--- src/rtl/encryption_arbiter.sv ---
// Round-robin arbiter sharing one AES-128 encryption core between two
// requesters; sequences the core clear/load/done handshake per job.
// Ports: clock, resetModule (async active-low); req0/req1, inputData0/1,
//   key0/key1 from requesters; outputData, done0/done1, busy, timeoutFlag
//   back to them; coreInputData, coreKey, coreInputsLoadedFlag,
//   coreResetModule to the core; coreOutputData, coreDataEncryptedFlag
//   from the core.
// Optional: define ENC_ARB_TIMEOUT_EN to abort jobs stuck in BUSY for
//   TIMEOUT_CYCLES cycles.
module encryption_arbiter #(
  parameter int unsigned TIMEOUT_CYCLES = 1024
) (
  input  logic         clock,
  input  logic         resetModule,
  input  logic         req0,
  input  logic         req1,
  input  logic [127:0] inputData0,
  input  logic [127:0] inputData1,
  input  logic [127:0] key0,
  input  logic [127:0] key1,
  output logic [127:0] outputData,
  output logic         done0,
  output logic         done1,
  output logic         busy,
  output logic         timeoutFlag,
  output logic [127:0] coreInputData,
  output logic [127:0] coreKey,
  output logic         coreInputsLoadedFlag,
  output logic         coreResetModule,
  input  logic [127:0] coreOutputData,
  input  logic         coreDataEncryptedFlag
);

  typedef enum logic [2:0] {
    S_CLEAR,
    S_IDLE,
    S_LOAD,
    S_BUSY,
    S_DONE
  } state_t;

  state_t state;
  state_t state_nx;

  logic grant_id;
  logic last_grant;
  logic win;
  logic grab;
  logic finish;
  logic timeout_hit;

  // The busy counter is 16 bits wide.
  if (TIMEOUT_CYCLES == 0 || TIMEOUT_CYCLES > 65536) begin : g_bad_tmo
    $error("TIMEOUT_CYCLES must be in 1..65536");
  end

  // Sole requester wins; on contention the one not served last wins.
  always_comb begin
    win = 1'b0;
    if (req0 && req1) begin
      win = ~last_grant;
    end else begin
      win = req1;
    end
  end

  assign grab   = (state == S_IDLE) && (req0 || req1);
  assign finish = (state == S_BUSY) &&
                  (coreDataEncryptedFlag || timeout_hit);

  // Core is held in clear for the whole CLEAR state, which is also
  // the reset state.
  assign coreResetModule = (state == S_CLEAR);

`ifdef ENC_ARB_TIMEOUT_EN
  logic [15:0] busy_cnt;
  logic        tmo_q;

  always_ff @(posedge clock or negedge resetModule) begin
    if (!resetModule) begin
      busy_cnt <= '0;
    end else if (state != S_BUSY) begin
      busy_cnt <= '0;
    end else begin
      busy_cnt <= busy_cnt + 16'd1;
    end
  end

  // Fires during the TIMEOUT_CYCLES-th BUSY cycle.
  assign timeout_hit = (state == S_BUSY) &&
                       (busy_cnt == 16'(TIMEOUT_CYCLES - 1));

  always_ff @(posedge clock or negedge resetModule) begin
    if (!resetModule) begin
      tmo_q <= 1'b0;
    end else begin
      tmo_q <= finish && !coreDataEncryptedFlag;
    end
  end

  assign timeoutFlag = tmo_q;
`else
  assign timeout_hit = 1'b0;
  assign timeoutFlag = 1'b0;
`endif

  always_ff @(posedge clock or negedge resetModule) begin
    if (!resetModule) begin
      state <= S_CLEAR;
    end else begin
      state <= state_nx;
    end
  end

  always_comb begin
    state_nx = state;
    unique case (state)
      S_CLEAR: state_nx = S_IDLE;
      S_IDLE: begin
        if (req0 || req1) begin
          state_nx = S_LOAD;
        end
      end
      S_LOAD: state_nx = S_BUSY;
      S_BUSY: begin
        if (coreDataEncryptedFlag || timeout_hit) begin
          state_nx = S_DONE;
        end
      end
      S_DONE:  state_nx = S_CLEAR;
      default: state_nx = S_CLEAR;
    endcase
  end

  // busy is registered from the next state so that it reads 0 in the
  // reset CLEAR state yet is high in the CLEAR that follows a job.
  always_ff @(posedge clock or negedge resetModule) begin
    if (!resetModule) begin
      grant_id             <= 1'b0;
      last_grant           <= 1'b1;
      coreInputData        <= '0;
      coreKey              <= '0;
      outputData           <= '0;
      coreInputsLoadedFlag <= 1'b0;
      done0                <= 1'b0;
      done1                <= 1'b0;
      busy                 <= 1'b0;
    end else begin
      busy                 <= (state_nx != S_IDLE);
      coreInputsLoadedFlag <= (state_nx == S_LOAD) ||
                              (state_nx == S_BUSY);
      done0                <= finish && !grant_id;
      done1                <= finish && grant_id;
      if (grab) begin
        grant_id      <= win;
        last_grant    <= win;
        coreInputData <= win ? inputData1 : inputData0;
        coreKey       <= win ? key1 : key0;
      end
      if (finish) begin
        outputData <= coreDataEncryptedFlag ?
                      coreOutputData : '0;
      end
    end
  end

endmodule

--- config.mk ---
export PLATFORM = sky130hd
export DESIGN_NAME = encryption_arbiter
export DESIGN_NICKNAME = d
export VERILOG_FILES = /design/src/rtl/encryption_arbiter.sv
export SDC_FILE = /design/constraint.sdc
export NUM_CORES = 1
export LEC_CHECK = 0
export ABC_CLOCK_PERIOD_IN_PS = 2200
export CORE_AREA = 5 5 396 398
export CTS_BUF_LIST = sky130_fd_sc_hd__clkbuf_16
export DETAILED_ROUTE_END_ITERATION = 12
export DIE_AREA = 0 0 401 403
export HOLD_SLACK_MARGIN = 0.02
export PLACE_DENSITY = 0.3
export SKIP_CTS_REPAIR_TIMING = 1
export SYNTH_ARGS = -nofsm -noshare
export SYNTH_HDL_FRONTEND = slang
export SYNTH_SLANG_ARGS = --single-unit
--- constraint.sdc ---
create_clock -name clock -period 2.2 [get_ports clock]
set_clock_uncertainty 0.1 [all_clocks]
set_input_delay 0.44 -clock clock [delete_from_list [all_inputs] [get_ports clock]]
set_output_delay 0.44 -clock clock [all_outputs]
set_load 0.03 [all_outputs]
After elaboration in Yosys (flattened, before gate mapping)
Index checks and enable logic that the tools add are counted.
{"block": "op_classes", "eq_ne": 6, "mux": 7, "reduce_logical": 9, "bitwise_logic": 1}
{"operator": "128-bit two-way mux", "count": 3}
{"operator": "3-bit by 2-bit equality test with 1-bit output, second input constant", "count": 4}
{"operator": "3-bit case mux with 4 select lines", "count": 1}
{"operator": "3-bit two-way mux", "count": 2}
{"operator": "1-bit logical AND", "count": 5}
{"operator": "3-bit by 1-bit equality test with 1-bit output, second input constant", "count": 1}
{"operator": "3-bit zero test", "count": 1}
{"operator": "3-bit by 1-bit inequality test with 1-bit output, second input constant", "count": 1}
{"operator": "1-bit logical OR", "count": 2}
{"operator": "1-bit zero test", "count": 1}
{"operator": "1-bit two-way mux", "count": 1}
{"operator": "1-bit NOT", "count": 1}
{"block": "word_totals", "in_bits": 645, "register_bits": 393, "out_inout_bits": 390}

Longest topological paths before layout
Gate-level depths: netlist of the first run.
{"block": "depth", "ltp_word": 5, "depth_mapped": 6, "depth_no_buf": 4}

Worst setup path after synthesis of the first run
Ideal clock, no wire load.
{"block": "synth_timing", "path_kind": "input port to flip-flop", "from": "input req1", "to": "register coreInputData[109]", "t_arrival_ns": 1.675, "stages": 5, "required_ns": 1.975, "slack_ns": 0.300, "cell_sequence": "a21boi_2 -> buf_2 -> buf_2 -> mux2_2 -> mux2_2"}
{"block": "synth_via", "elab_chain_len": 3, "word_cells_on_any_way": 5}
{"element": "from (decl)", "line": "16", "rtl": "input logic req1,"}
{"element": "1-bit logical AND", "line": "60", "rtl": "if (req0 && req1) begin"}
{"element": "1-bit two-way mux", "line": "60"}
{"element": "128-bit two-way mux", "line": "157", "rtl": "coreInputData <= win ? inputData1 : inputData0;"}
{"element": "to (signal assigned)", "line": "157"}
{"element": "to (decl)", "line": "26", "rtl": "output logic [127:0] coreInputData,"}
Several ways; a longest one is shown, not always the timed one.
A chain may end at the register's enable or synchronous reset.

Worst setup path in the final report of the first run
{"block": "layout_timing", "from": "register state[0]", "to": "register coreInputData[85]"}
{"block": "layout_via", "elab_chain_len": 2}
{"element": "from (decl)", "line": "42", "rtl": "state_t state;"}
{"element": "from (signal assigned)", "line": "111", "rtl": "state <= state_nx;"}
{"element": "3-bit by 1-bit equality test with 1-bit output", "line": "67", "rtl": "assign grab = (state == S_IDLE) && (req0 || req1);"}
{"element": "1-bit logical AND", "line": "67"}
No other way between the ends.

==> key figures, run 1 <==
Detailed routing
  – DRT antenna net count: 0
  – # DRC: 0
  – Vias per cell: 3.23
  – DRT Wirelength: 97,700 um
  – Initial DRT Pass Iterations: 4
  – Routed len/inst: 22.6 um
  – Iter 0 DRT Violations: 375
  – DR vias: 13,993

Die
  – Die Y-Extent: 403 um
  – I/O Pins: 1,035
  – Die area: 162,000 um^2
  – Row Count: 144
  – Die span in x: 401 um
  – Total core area: 153,000 um^2
  – Initial Util: 11.5%

Min path
  – Worst Hold Class: primary input to asynchronous set/reset pin

STA
  – Actual slew at the worst max-slew pin: 0.635 ns
  – Endpoints failing setup: 0
  – Setup ws final: 0.142 ns
  – Total negative slack: 0 ns
  – Final Hold Fails: 0
  – Min cycle time layout: 2.06 ns
  – Tcrit/Tclk final: 93.6%
  – Hold_ws: 0.210 ns
  – Slew headroom: 57.7%
  – Slew Viols, Final: 0
  – RSZ-0062 raised after global routing: false
  – Fmax: 486 MHz

Place
  – Post-place setup slack: -0.433 ns
  – PortBufs: 1,033
  – Gpl congestion: 0.816
  – Post-DP HPWL: 81,300 um
  – Placed Instances: 4,207

Global routing
  – Gr ovfl total: 0
  – Largest net degree at the start of global routing: 84
  – Grt met3 use: 5.41%
  – First-pass GRT wire length: 133,000 um
  – Met2 Use GR: 21.7%
  – M1 GR Usage: 11.2%
  – All-Layer GR Usage: 11.6%
  – Initial antenna violation count: 41
  – Vias in the first global route: 16,100
  – Most crowded layer after global routing: met2

Synth
  – Synthesized area: 17,700 um^2
  – Main synth FF type: dfrtp_1
  – Yosys cell types: 19
  – Synthesized area per cell: 15.7 um^2
  – Mapped Cells: 1,123
  – Compound-gate portion of the synthesized area: 0.0921%
  – Yosys top cell area share: 55.6%
  – Synth Register Bits: 393
  – Main combinational cell family by area after synthesis: multiplexers
  – EDFF count, synth: 0
  – Ys async rst share: 100%
  – Net Count, Synth: 1,768
  – Largest area contributor in the synthesized netlist: dfrtp_1
  – Synth Area in Adders: 0%
  – Area contributors post-synth: dfrtp_1 (56%), mux2_2 (41%), buf_2 (1.1%), buf_6 (0.96%), buf_4 (0.77%)
  – Post-Synth XOR/XNOR Area: 0%
  – Warnings, synthesis: 0
  – Seq/Total Area, Yosys: 55.7%
  – Post-synth top cells: mux2_2 (639), dfrtp_1 (392), buf_2 (38), buf_4 (18), buf_6 (15)
  – Most frequent cell after synthesis: mux2_2
  – Simple-gate share of the synthesized area: 0.418%
  – Mux cell area share after synthesis: 40.9%

Setup path
  – Setup crit start kind: flop
  – Most used cell, CP: buf_12
  – Setup crit end kind: flop
  – CP Max Fanout: 35
  – CP required: 2.60 ns
  – CP bufs+invs: 2
  – Worst path arrival time: 2.46 ns
  – Slowest cell on the critical path: dfrtp_1
  – Setup Crit Path Kind: flop to flop
  – Levels on crit path: 5
  – CP max stage delay: 0.46 ns
  – Crit path cell chain: o21ai_1 -> nor3_4 -> buf_12 -> buf_12 -> mux2_2
  – Top delay family on crit path: flip-flops
  – Reg2Reg Depth: 5

Clock tree
  – CTS tree: done
  – Number of CTS-inserted buffers: 55
  – CTS clk-pin slew, worst paths: 0.05 ns
  – Clock Tree Root: clkbuf_16
  – Worst skew pair latency: 0.62 ns
  – Sink Count: 393
  – CTS Buffer Depth: 3
  – H-Tree Depth: 2

Final layout
  – Final Core Density: 22.0%
  – NumNets Final: 2,866
  – Layout Cells excl Fill: 4,327
  – Ratio of cells with drive above 1 in the final layout: 35.0%
  – Area Overhead vs Synth: 90.7%
  – # fillers: 16,327

Run
  – Max cap viols: 0

Pwr
  – PwrDens: 1400 nW/um^2
  – Pleak: 16.4 nW
  – Worst VDD drop: 0.000765 V

Status
  – Run status: finished clean
[metrics by stage]
| stage | instance area (um^2) | power (mW) |
|---|---|---|
| finish | 33700 | 47.1 |
| global route | 33600 | 49.7 |
| CTS | 32600 | 49.1 |
| detailed placement | 31000 | 40.3 |
| global placement | 31000 | 40.2 |
| floorplan | 17700 | 27.1 |
[worst paths after layout]
| kind | from | end | slack (ns) |
|---|---|---|---|
| max in group asynchronous | resetModule | coreInputData[114] | 0.87 |
| max | state[0] | coreInputData[85] | 0.14 |
| min in group clock | coreOutputData[18] | outputData[18] | 0.31 |
| max reg2reg | state[0] | coreInputData[85] | 0.14 |
| min reg2reg | grant_id | done0 | 0.38 |
| min | resetModule | coreInputData[27] | 0.21 |
[worst reg2reg max path, delay by kind of cell, from the launching register on]
| kind | cells | cell delay (ns) |
|---|---|---|
| AND/OR/NAND/NOR | 1 | 0.28 |
| AO/OA/AOI/OAI | 1 | 0.21 |
| flip-flops | 1 | 0.46 |
| buffers and inverters | 2 | 0.50 |
| multiplexers | 1 | 0.39 |
[registers in the layout, summed over array words and instances (netlist names)]
name and count:
grant_id 1, last_grant 1, state 3, done1 1
done0 1, coreInputData 128, busy 1, coreInputsLoadedFlag 1
outputData 128, coreKey 128
[cells by family (layout without fill, tap and decap cells)]
kind of cell / after synthesis / in the layout
AOI/OAI and AO/OA: 2 / 2
muxes: 642 / 642
DFF: 393 / 393
other: 1 / 22
buffers and inverters: 72 / 1211
and+or+nand+nor: 13 / 13
[cell usage in the layout, fill, tap and decap left out, types with 2 or more instances in the layout]
cell type and count:
mux2_2 639, clkinv_2 9, diode_2 21, clkdlybuf4s50_1 643, buf_12 28, clkbuf_16 56, dlymetal6s2s_1 388, buf_4 51
nand2_1 4, clkinv_1 16, nor2_1 2, inv_1 14, nand2b_1 2, mux2_1 3, dfrtp_1 392
[area by class of cell]
cell class,count,area (um^2),share of cell area [%]
Inverter,1,3.75,0.0111
Sequential cell,393,9840,29.2
Clock buffer,56,1400,4.16
Multi-Input combinational cell,658,7340,21.8
Timing Repair Buffer,1112,12300,36.4
Clock inverter,42,216,0.643
Antenna cell,21,52.6,0.156
Tap cell,2044,2560,7.60
[where the power goes]
group / total [mW] / switching [mW] / internal, mW
sequential: 13.0 / 1.95 / 11.0
combinational: 25.8 / 14.0 / 11.8
clock: 8.27 / 3.61 / 4.66
[metal layers]
metal  vias to the layer above  wire length (um)
met4                        20              2510
met2                       625             52400
met1                      6930             33000
li1                       6280                 -
met5                         -               121
met3                       138              9590
No activity file was read; power rests on OpenSTA's default activity.
==> inputs of run 2 (changes only) <==
--- a/config.mk
+++ b/config.mk
@@ -11,7 +11,7 @@
 export DETAILED_ROUTE_END_ITERATION = 12
 export DIE_AREA = 0 0 401 403
 export HOLD_SLACK_MARGIN = 0.02
-export PLACE_DENSITY = 0.3
+export PLACE_DENSITY = 0.44
 export SKIP_CTS_REPAIR_TIMING = 1
 export SYNTH_ARGS = -nofsm -noshare
 export SYNTH_HDL_FRONTEND = slang
==> run 2 against run 1 <==
  * Global-route usage grew 0.52 points
  * Combinational power grew 3%
  * Via count grew 0.36%
  * Core utilization grew 0.10 points
  * Sequential share of layout area shrank 0.13 points
  * Largest cell class unchanged
  * Flip-flop and latch count is the same
  * Power grew 3.0%
  * Highest routed layer unchanged
  * Non-clock buffer count grew 11
  * Fmax shrank 4.2%
  * First-iteration DRC count grew 38%
  * Register-to-register slack is essentially flat
  * Largest power group unchanged
  * Hold slack gained 0.037 ns
==> key figures, run 2 (synthesis gave the netlist of run 1 again) <==
Status
  – Run status: finished clean

Global routing
  – Met2 Use GR: 22.1% (+0.38 points)
  – Initial antenna violation count: 50 (+22%)
  – Largest net degree at the start of global routing: 62 (-26%)
  – Gr ovfl total: 0 (unchanged)
  – Vias in the first global route: 15,409 (-4.3%)
  – M1 GR Usage: 12.7% (+1.5 points)
  – All-Layer GR Usage: 12.1% (+0.52 points)
  – Grt met3 use: 5.15% (-0.26 points)
  – Most crowded layer after global routing: met2
  – First-pass GRT wire length: 136,000 um (+1.9%)

Setup path
  – Setup crit end kind: output pin
  – CP Max Fanout: 3 (-91%)
  – Worst path arrival time: 1.61 ns (-0.85 ns)
  – Setup crit start kind: flop
  – Setup Crit Path Kind: flop to output pin
  – CP required: 1.66 ns (-0.94 ns)

Place
  – PortBufs: 1,033 (unchanged)
  – Post-place setup slack: -0.629 ns (-0.196 ns)
  – Post-DP HPWL: 85,700 um (+5.5%)
  – Gpl congestion: 0.803 (-1.5%)

Die
  – Row Count: 144 (unchanged)
  – Die area: 162,000 um^2 (unchanged)
  – I/O Pins: 1,035 (unchanged)
  – Die span in x: 401 um (unchanged)
  – Initial Util: 11.5% (unchanged)
  – Total core area: 153,000 um^2 (unchanged)
  – Die Y-Extent: 403 um (unchanged)

STA
  – Setup ws final: 0.0525 ns (-0.0894 ns)
  – Hold_ws: 0.247 ns (+0.0373 ns)
  – Final Hold Fails: 0 (unchanged)
  – Min cycle time layout: 2.15 ns (+0.0894 ns)
  – Slew headroom: 62.2% (+4.5 points)
  – RSZ-0062 raised after global routing: true
  – Slew Viols, Final: 0 (unchanged)
  – Endpoints failing setup: 0 (unchanged)
  – Tcrit/Tclk final: 97.6% (+4.1 points)
  – Actual slew at the worst max-slew pin: 0.566 ns (-0.0686 ns)
  – Fmax: 466 MHz (-4.2%)

Detailed routing
  – Iter 0 DRT Violations: 517 (+38%)
  – Routed len/inst: 24.1 um (+6.6%)
  – DR vias: 14,044 (+0.36%)
  – DRT antenna net count: 0 (unchanged)
  – DRT Wirelength: 104,000 um (+6.8%)
  – Vias per cell: 3.24 (+0.18%)
  – Initial DRT Pass Iterations: 4 (unchanged)
  – # DRC: 0 (unchanged)

Clock tree
  – Clock Tree Root: clkbuf_16
  – CTS Buffer Depth: 3 (unchanged)
  – Worst skew pair latency: 0.63 ns (about the same)
  – Number of CTS-inserted buffers: 53 (-3.6%)
  – CTS clk-pin slew, worst paths: 0.06 ns (about the same)
  – Sink Count: 393 (unchanged)
  – H-Tree Depth: 2 (unchanged)
  – CTS tree: done

Pwr
  – PwrDens: 1430 nW/um^2 (+2.5%)
  – Worst VDD drop: 0.000600 V (-22%)
  – Pleak: 16.2 nW (-1.2%)

Final layout
  – Commonest non-fill, non-tap cell in the layout: clkdlybuf4s50_1
  – Ratio of cells with drive above 1 in the final layout: 37.4% (+2.3 points)
  – NumNets Final: 2,875 (+0.31%)
  – Most frequent cells in the layout: clkdlybuf4s50_1 (643), mux2_2 (639), dfrtp_1 (391), dlymetal6s2s_1 (348), buf_4 (90)
  – Area Overhead vs Synth: 91.6%
  – Largest registers: coreInputData: 128 flops, coreKey: 128 flops, outputData: 128 flops
  – # fillers: 16,347 (+0.12%)

Min path
  – Worst Hold Class: primary input to asynchronous set/reset pin

Run
  – Max cap viols: 0 (unchanged)
-- run 2: cell count changes in the layout (fill, tap and decap cells not counted), moves of 4 or more --
cell,change
bufinv_16,+6
dlymetal6s2s_1,-40
buf_4,+39
inv_1,-4
clkbuf_16,+4
-- run 2: worst paths after layout --
| path | depth (start not counted) | start | endpoint | slack, ns |
|---|---|---|---|---|
| setup / recovery | 3 | state[0] | coreResetModule | 0.05 |
| hold / removal | 2 | resetModule | coreKey[57] | 0.25 |
| setup reg to reg | 8 | state[0] | coreInputData[90] | 0.13 |
| hold reg to reg | 1 | grant_id | done0 | 0.36 |
| max in group asynchronous | 4 | resetModule | outputData[52] | 0.96 |
| min in group clock | 2 | coreOutputData[66] | outputData[66] | 0.32 |
-- run 2: area by class of cell --
cell class / count / area (um^2) / share of cell area, %
timing repair buffer: 1123 / 12300 / 36.4
sequential: 393 / 9840 / 29.1
multi-input combinational: 658 / 7350 / 21.7
tap: 2044 / 2560 / 7.56
clock buffer: 54 / 1350 / 3.99
clock inverter: 41 / 369 / 1.09
antenna: 21 / 52.6 / 0.155
inverter: 1 / 3.75 / 0.0111
-- run 2: critical path, stage by stage (launching register included) --
cell	delay, ns
dfrtp_2	0.42
buf_4	0.16
nor3_1	0.15
buf_2	0.25
-- run 2: stage by stage --
| step | instances | cell area [um^2] | power, mW | utilization, % | TNS, ns |
|---|---|---|---|---|---|
| finish | 4335 | 33800 | 48.5 | 22.1 | 0 |
| global route | 4318 | 33800 | 51.0 | 22.1 | -0.0844 |
| CTS | 4299 | 32600 | 49.6 | 21.3 | -99.70 |
| detailed placement | 4204 | 30900 | 40.4 | 20.2 | -140.72 |
| global placement | 4204 | 30900 | 40.3 | 20.2 | -139.39 |
| floorplan | 1123 | 17700 | 27.1 | - | 0 |
-- run 2: power breakdown --
group          switching, mW  internal [mW]
Sequential              1.97           11.0
Clock                   3.56           5.22
Combinational           14.6           12.1
-- run 2: layer usage --
metal	part of all wire, %	routed length (um)
met3	9.3	9760
met1	36	37600
met5	0.16	168
met4	2.6	2670
met2	52	54100
==> inputs of run 3 (changes only) <==
--- a/config.mk
+++ b/config.mk
@@ -12,6 +12,7 @@
 export DIE_AREA = 0 0 401 403
 export HOLD_SLACK_MARGIN = 0.02
 export PLACE_DENSITY = 0.44
+export SETUP_SLACK_MARGIN = 0.15
 export SKIP_CTS_REPAIR_TIMING = 1
 export SYNTH_ARGS = -nofsm -noshare
 export SYNTH_HDL_FRONTEND = slang
==> run 3 against run 2 <==
  * The flow now finishes with violations (negative setup slack)
  * Core utilization grew 1.1 points
  * First-iteration DRC count fell by 0.39%
  * Critical endpoint is now coreKey[94]
  * Setup slack got worse by 0.096 ns
  * Highest routed layer unchanged
==> key figures, run 3 (synthesis gave the netlist of run 1 again) <==
Final layout
  – Finished layout cell area: 35,500 um^2 (+5.0%)
  – Layout Cells excl Fill: 4,360 (+0.58%)
  – Area Overhead vs Synth: 101%
  – # fillers: 16,195 (-0.93%)
  – Ratio of cells with drive above 1 in the final layout: 38.3% (+0.92 points)
  – NumNets Final: 2,904 (+1.0%)
  – Largest registers: coreInputData: 128 flops, coreKey: 128 flops, outputData: 128 flops
  – Commonest non-fill, non-tap cell in the layout: clkdlybuf4s50_1
  – Most frequent cells in the layout: clkdlybuf4s50_1 (643), mux2_2 (412), dfrtp_1 (391), dlymetal6s2s_1 (347), mux2_4 (229)

Place
  – Post-DP HPWL: 85,700 um (unchanged)
  – PortBufs: 1,033 (unchanged)
  – Post-place setup slack: -0.629 ns (unchanged)
  – Placed Area: 30,900 um^2 (unchanged)
  – Gpl congestion: 0.803 (unchanged)
  – Placed Instances: 4,204 (unchanged)

Setup path
  – CP bufs+invs: 6 (+4)
  – CP Max Fanout: 8 (+5)
  – Worst path arrival time: 2.63 ns (+1.02 ns)
  – Top delay family on crit path: buffers and inverters
  – CP max stage delay: 0.39 ns (-0.03 ns)
  – Most used cell, CP: buf_12
  – Reg2Reg Setup Slack: -0.04 ns (-0.17 ns)
  – Setup Crit Path Kind: flop to flop
  – Crit path cell chain: buf_12 -> o21ai_4 -> buf_6 -> nor3_4 -> buf_12 -> buf_16 -> buf_6 -> buf_12 -> mux2_2
  – Setup crit end kind: flop
  – Setup crit start kind: flop
  – Slowest cell on the critical path: dfrtp_2
  – CP required: 2.58 ns (+0.92 ns)

STA
  – Slew headroom: 61.4% (-0.83 points)
  – Actual slew at the worst max-slew pin: 0.579 ns (+0.0124 ns)
  – Hold_ws: 0.247 ns (+0.000225 ns)
  – Endpoints failing setup: 81 (+81)
  – Fmax: 446 MHz (-4.3%)
  – Setup ws final: -0.0430 ns (-0.0955 ns)
  – Min cycle time layout: 2.24 ns (+0.0955 ns)
  – RSZ-0062 raised after global routing: true
  – Final Hold Fails: 0 (unchanged)
  – Slew Viols, Final: 0 (unchanged)
  – Tcrit/Tclk final: 102% (+4.3 points)

Clock tree
  – CTS clk-pin slew, worst paths: 0.06 ns (about the same)
  – Worst skew pair latency: 0.63 ns (about the same)
  – Number of CTS-inserted buffers: 53 (unchanged)
  – Sink Count: 393 (unchanged)
  – H-Tree Depth: 2 (unchanged)
  – CTS tree: done
  – CTS Buffer Depth: 3 (unchanged)
  – Clock Tree Root: clkbuf_16

Detailed routing
  – DRT Wirelength: 109,000 um (+4.9%)
  – Routed len/inst: 25.1 um (+4.3%)
  – DR vias: 14,326 (+2.0%)
  – DRT antenna net count: 0 (unchanged)
  – Vias per cell: 3.29 (+1.4%)
  – # DRC: 0 (unchanged)
  – Initial DRT Pass Iterations: 4 (unchanged)
  – Iter 0 DRT Violations: 515 (-0.39%)

Die
  – Die span in x: 401 um (unchanged)
  – Row Count: 144 (unchanged)
  – I/O Pins: 1,035 (unchanged)
  – Total core area: 153,000 um^2 (unchanged)
  – Die area: 162,000 um^2 (unchanged)
  – Die Y-Extent: 403 um (unchanged)
  – Initial Util: 11.5% (unchanged)

Global routing
  – Gr ovfl total: 0 (unchanged)
  – Vias in the first global route: 15,409 (unchanged)
  – All-Layer GR Usage: 12.1% (unchanged)
  – Initial antenna violation count: 50 (unchanged)
  – First-pass GRT wire length: 136,000 um (unchanged)
  – Largest net degree at the start of global routing: 62 (unchanged)

Status
  – Failing checks: negative setup slack
  – Run status: complete, but fails checks

Pwr
  – Worst VDD drop: 0.000633 V (+5.6%)
  – PwrDens: 1470 nW/um^2 (+2.9%)
  – Pleak: 17.3 nW (+7.2%)
  – Power Total: 52.4 mW (+8.0%)

Min path
  – Worst Hold Class: primary input to asynchronous set/reset pin

Run
  – Max cap viols: 0 (unchanged)
[run 3: cell count changes in the layout (fill, tap and decap cells not counted)]
cell and delta:
mux2_4 +229, mux2_2 -227, buf_4 -18, clkbuf_16 +16, buf_8 +9, buf_12 +8, buf_16 +8, buf_6 +6
diode_2 -4, mux2_1 -2, clkbuf_2 +1, dlymetal6s2s_1 -1
[run 3: power breakdown]
group | switching, mW | internal, mW
clock | 3.57 | 5.22
sequential | 2.09 | 11.0
combinational | 15.6 | 14.9
[run 3: worst paths after layout]
path                              startpoint              to  depth (start not counted)
max                                 state[0]     coreKey[94]                          9
min                              resetModule     coreKey[56]                          2
max reg2reg                         state[0]     coreKey[94]                          9
min reg2reg                         grant_id           done0                          1
max in group asynchronous        resetModule  outputData[52]                          4
min in group clock         coreOutputData[0]   outputData[0]                          2
[run 3: layout make-up]
type	instances	area (um^2)	area share, %
diodes	17	42.5	0.120
inverters	1	3.75	0.0106
flip-flops and latches	393	9840	27.7
multi-input cells	658	8210	23.1
clock inverters	41	369	1.04
repair buffers	1152	13100	37.0
well taps	2044	2560	7.20
clock buffers	54	1350	3.80
[run 3: layer usage]
metal,global-route usage (%),share of wire (%),vias up
li1,-,-,6386
met1,12.7,37,7181
met2,22.1,51,584
met3,5.15,9.2,149
met4,3.09,2.5,26
met5,0,0.16,-
[run 3: per-stage QoR]
step | setup TNS, ns | util (%)
floorplan | 0 | -
global route | -18.95 | 23.2
detailed placement | -140.72 | 20.2
finish | -1.84 | 23.2
CTS | -99.70 | 21.3
global placement | -139.39 | 20.2
